**src/rtl/bcd_mod_counter_if.sv**
```systemverilog
// Control and data bundle for bcd_mod_counter.
// The master drives the controls and din; the slave returns q, co and load_err.
interface bcd_mod_counter_if #(
  parameter int DIGITS = 2
);
  logic                  clr;
  logic                  en;
  logic                  up;
  logic                  load;
  logic [4*DIGITS-1:0]   din;
  logic [4*DIGITS-1:0]   q;
  logic                  co;
  logic                  load_err;

  modport master (output clr, en, up, load, din, input q, co, load_err);
  modport slave  (input clr, en, up, load, din, output q, co, load_err);
endinterface

```
**src/rtl/bcd_mod_counter.sv**
```systemverilog
// Multi-digit BCD up/down counter with programmable modulus, validated load
// and a combinational terminal count so that stages cascade on one clock.
module bcd_mod_counter #(
  parameter int DIGITS = 2,
  parameter int MOD    = 60
) (
  input  logic              clk,
  input  logic              clr_n,
  bcd_mod_counter_if.slave  bus
);

  localparam int W = 4 * DIGITS;

  if (DIGITS < 1 || DIGITS > 4 || MOD < 2 || MOD > 10 ** DIGITS) begin : g_cfg_err
    $error("bcd_mod_counter: MOD=%0d is illegal for DIGITS=%0d", MOD, DIGITS);
  end

  function automatic logic [W-1:0] to_bcd(input int v);
    logic [W-1:0] r;
    int           rem;
    r   = '0;
    rem = v;
    for (int k = 0; k < DIGITS; k++) begin
      r[4*k +: 4] = 4'(rem % 10);
      rem         = rem / 10;
    end
    return r;
  endfunction

  function automatic logic din_ok(input logic [W-1:0] d);
    int   val;
    logic ok;
    val = 0;
    ok  = 1'b1;
    for (int k = DIGITS - 1; k >= 0; k--) begin
      if (d[4*k +: 4] > 4'd9) ok = 1'b0;
      val = val * 10 + int'(d[4*k +: 4]);
    end
    return ok && (val < MOD);
  endfunction

  // Digit-wise ripple; the modulus wrap is applied on top of these.
  function automatic logic [W-1:0] bcd_inc(input logic [W-1:0] v);
    logic [W-1:0] r;
    logic         c;
    r = v;
    c = 1'b1;
    for (int k = 0; k < DIGITS; k++) begin
      if (c) begin
        if (v[4*k +: 4] == 4'd9) begin
          r[4*k +: 4] = 4'd0;
        end else begin
          r[4*k +: 4] = v[4*k +: 4] + 4'd1;
          c           = 1'b0;
        end
      end
    end
    return r;
  endfunction

  function automatic logic [W-1:0] bcd_dec(input logic [W-1:0] v);
    logic [W-1:0] r;
    logic         b;
    r = v;
    b = 1'b1;
    for (int k = 0; k < DIGITS; k++) begin
      if (b) begin
        if (v[4*k +: 4] == 4'd0) begin
          r[4*k +: 4] = 4'd9;
        end else begin
          r[4*k +: 4] = v[4*k +: 4] - 4'd1;
          b           = 1'b0;
        end
      end
    end
    return r;
  endfunction

  localparam logic [W-1:0] TOP = to_bcd(MOD - 1);

  logic [W-1:0] q_r, q_next;
  logic         err_r, err_next;
  logic         at_top, at_zero;

  assign at_top  = (q_r == TOP);
  assign at_zero = (q_r == '0);

  always_comb begin
    q_next   = q_r;
    err_next = 1'b0;
    if (bus.clr) begin
      q_next = '0;
    end else if (bus.load) begin
      if (din_ok(bus.din)) q_next = bus.din;
      else                 err_next = 1'b1;
    end else if (bus.en) begin
      if (bus.up) q_next = at_top  ? '0  : bcd_inc(q_r);
      else        q_next = at_zero ? TOP : bcd_dec(q_r);
    end
  end

  always_ff @(posedge clk or negedge clr_n) begin
    if (!clr_n) begin
      q_r   <= '0;
      err_r <= 1'b0;
    end else begin
      q_r   <= q_next;
      err_r <= err_next;
    end
  end

  assign bus.q        = q_r;
  assign bus.load_err = err_r;
  assign bus.co       = bus.en & ~bus.clr & ~bus.load &
                        ((bus.up & at_top) | (~bus.up & at_zero));

endmodule

```
**src/flat_wrapper.sv**
```systemverilog
// flat-port wrapper written by rule: the top's interface ports become plain ports
module bcd_mod_counter_flat 
#(
  parameter int DIGITS = 2,
  parameter int MOD    = 60
)
  (clk, clr_n, bus_clr, bus_en, bus_up, bus_load, bus_din, bus_q, bus_co, bus_load_err);
  bcd_mod_counter_if #(.DIGITS(DIGITS)) bus_i ();
  input  logic clk;
  input  logic clr_n;
  input wire logic [$bits(bus_i.clr)-1:0] bus_clr;
  input wire logic [$bits(bus_i.en)-1:0] bus_en;
  input wire logic [$bits(bus_i.up)-1:0] bus_up;
  input wire logic [$bits(bus_i.load)-1:0] bus_load;
  input wire logic [$bits(bus_i.din)-1:0] bus_din;
  output wire logic [$bits(bus_i.q)-1:0] bus_q;
  output wire logic [$bits(bus_i.co)-1:0] bus_co;
  output wire logic [$bits(bus_i.load_err)-1:0] bus_load_err;
  assign bus_i.clr = bus_clr;
  assign bus_i.en = bus_en;
  assign bus_i.up = bus_up;
  assign bus_i.load = bus_load;
  assign bus_i.din = bus_din;
  assign bus_q = bus_i.q;
  assign bus_co = bus_i.co;
  assign bus_load_err = bus_i.load_err;
  bcd_mod_counter #(.DIGITS(DIGITS), .MOD(MOD)) u_core (.clk(clk), .clr_n(clr_n), .bus(bus_i));
endmodule
```
**config.mk**
```make
export PLATFORM = sky130hd
export DESIGN_NAME = bcd_mod_counter_flat
export DESIGN_NICKNAME = d
export VERILOG_FILES = /design/src/rtl/bcd_mod_counter_if.sv /design/src/rtl/bcd_mod_counter.sv /design/src/flat_wrapper.sv
export SDC_FILE = /design/constraint.sdc
export NUM_CORES = 1
export LEC_CHECK = 0
export BUFFER_PORTS_ARGS = -buffer_cell sky130_fd_sc_hd__buf_2
export CORE_MARGIN = 2
export CORE_UTILIZATION = 58
export CTS_CLUSTER_DIAMETER = 150
export DETAILED_ROUTE_END_ITERATION = 8
export PLACE_DENSITY_LB_ADDON = 0.05
export SYNTH_ARGS = -nofsm -noshare
export SYNTH_HDL_FRONTEND = slang
export SYNTH_SLANG_ARGS = --single-unit
```
**constraint.sdc**
```tcl
create_clock -name clk -period 5.8 [get_ports clk]
set_clock_uncertainty 0.15 [all_clocks]
set_input_delay 0.87 -clock clk [delete_from_list [all_inputs] [get_ports clk]]
set_output_delay 0.87 -clock clk [all_outputs]
set_load 0.05 [all_outputs]
```
==> out/results.ini <==
[final_layout]
fin_nets = 187
final_core_util_pct = 65.5
areaGrowthSynthToFinish_pct = 9.59
fin_area_sq_um = 1260
diodes = 0
final_cells = 188
drive_above_1_share_pct = 21.7

[sta]
period_share_pct = 59.9
slew_headroom_pct = 60.2
drv_slew = 0
hold_viol = 0
fin_setup_tns_ps = 0
timing.fmax_mhz = 288
period_needed_ps = 3480
setup_viol = 0
tightest_slew_ps = 593
rsz0062_at_grt = no

[cts]
cts_root_buf = clkbuf_4
post-cts-setup-buffer-count = 0
insertion_delay_ps = 250
clk_pin_slew_ps = 60
cts_sinks = 9
hold_buffers = 0
cts_resized = 0
cts_buffers = 3
h-tree-depth = 1
clock_path_buffers = 2
cts_tree = yes

[critical_path]
r2r_start = u_core.bus.q[0]
cp_max_fo = 11
end_kind = flop
reg2reg_slack_ps = 3340
cp-start-kind = primary input
r2r_cells = 8
r2r_end = u_core.bus.q[6]
arrival_ps = 3500
path_class = in -> reg
required_ps = 5830

[grt]
grt_max_degree = 16
grt_pass1_vias = 1135
grt_pass1_wl_mm = 5.10
track_usage_pct = 26.7
overflow = 0
antenna_found_initial = 0

[detailed_routing]
drt-pass1-iter-count = 4
routedWlPerCell_um = 15.1
drc = 0
avgViaCountPerCell = 6.24
wl_mm = 2.85
ant_nets = 0
vias = 1173
drt_iter0_drc = 41

[yosys]
synth.top_cell.area_share_pct = 19.6
synth_edf_count = 0
seq_area_frac_synth_pct = 19.6
ys_async_sr_fraction_pct = 100
dominantRegCellSynth = dfrtp_1
syn_area_sq_um = 1150
avgSynthCellArea_sq_um = 8.03
yosysWarnings = 0
ys_ff_latch = 9
syn_inst = 143
synth_area_leader_cell = dfrtp_1
synthDistinctLibCells = 50
synthesis.nets = 168
synth.area.top_cells = dfrtp_1 (20%), ha_1 (9.8%), o21ai_0 (4.4%)

[floorplan]
num_rows = 16
io_pins = 24
initial_core_util_pct = 59.8
core-area_sq_um = 1920
die_x_um = 48.5
dieHeight_um = 48.5
die_area_sq_um = 2350

[placement]
port_buffers = 23
post-place-cells = 184
gp_congestion = 0.955
placed_cell_area_sq_um = 1230
hpwl_mm = 2.25

[run]
cap_violations = 0

[worst_hold_path]
hold_class = in -> async

[pwr]
irDropWorstVdd_v = 0.000183
p_leak_nw = 0.566
powerDensity_nw_per_um2 = 282
total_power_w = 0.000355

[outcome]
status = completed

sequential cells by signal (all words and copies together) (netlist names):
name,count
u_core.bus.load_err,1
u_core.bus.q,8
where the power goes:
group	switching, W	internal [W]
sequential	0.0000321	0.0000762
clock	0.0000201	0.0000264
combinational	0.000131	0.0000687
through the flow:
step                      worst slack (ps)  hold WS (ps)
after global routing                  2210           303
after global placement                2150           464
after floorplan                       2400           424
after detailed placement              2070           491
final                                 2320           303
after CTS                             2340           303
layout make-up:
cell class	count	area [sq um]
tap	27	33.8
clock buffer	4	26.3
multi-input combinational	114	817
inverter	11	41.3
timing repair buffer	23	115
fill	192	663
sequential	9	225
critical path: stages:
cell	delay, ps
buf_2	120
ha_1	310
ha_1	190
fa_1	520
nand2_1	80
o311a_1	340
a41oi_2	180
nand3_2	240
or4_4	580
o21ai_2	70
cell families after synthesis:
kind of cell / after synthesis / share of synthesized area, %
AND/OR/NAND/NOR: 50 / 22.3
AO/OA/AOI/OAI: 44 / 27.6
flip-flops: 9 / 19.6
buffers and inverters: 20 / 9.26
multiplexers: 7 / 6.43
XOR/XNOR: 2 / 1.53
adder cells (fa/ha/maj): 11 / 13.3
metal layers:
metal | vias to the layer above | GRT usage, % | part of all wire, %
met4 | 0 | 7.14 | 0.25
met3 | 2 | 3.09 | 6.3
met2 | 38 | 43.8 | 50
met1 | 558 | 37.6 | 43
met5 | - | 0 | 0
li1 | 575 | - | -
cell usage in the layout, fill, tap and decap left out, types with 3 or more instances in the layout:
cell and count:
a211oi_1 4, a21oi_1 4, a31oi_1 4, buf_2 23, clkbuf_4 3, dfrtp_1 9
ha_1 9, inv_1 9, mux2_1 3, mux2i_1 4, nand2_1 13, nand2b_1 4
nand3_1 6, nor2_1 8, nor3_1 9, o21ai_0 10
synth_stat cells, types with 2 or more instances:
library cell	n
fa_1	2
xor2_1	2
a221oi_1	2
mux2_1	3
clkbuf_1	5
o21bai_1	2
nor2_1	8
nand3_1	6
inv_1	9
a211oi_1	4
ha_1	9
nor2_2	2
a21oi_1	4
o21ai_1	2
nand2_1	13
dfrtp_1	9
a31oi_1	4
clkbuf_8	2
nor3_1	9
nand2b_1	4
mux2i_1	4
o21ai_0	10
worst max path at each step:
stage / slack [ps] / to / from / depth (start not counted)
final: 2320 / u_core.bus.q[1] / bus_din[5] / 10
after global routing: 2210 / u_core.bus.q[3] / bus_din[5] / 10
after CTS: 2340 / u_core.bus.q[1] / bus_din[5] / 10
after detailed placement: 2070 / u_core.bus.q[1] / bus_din[5] / 10
after global placement: 2150 / u_core.bus.q[1] / bus_din[5] / 10
after floorplan: 2400 / u_core.bus.q[3] / bus_din[5] / 10
Note: power is estimated with default switching activity, not from simulation.
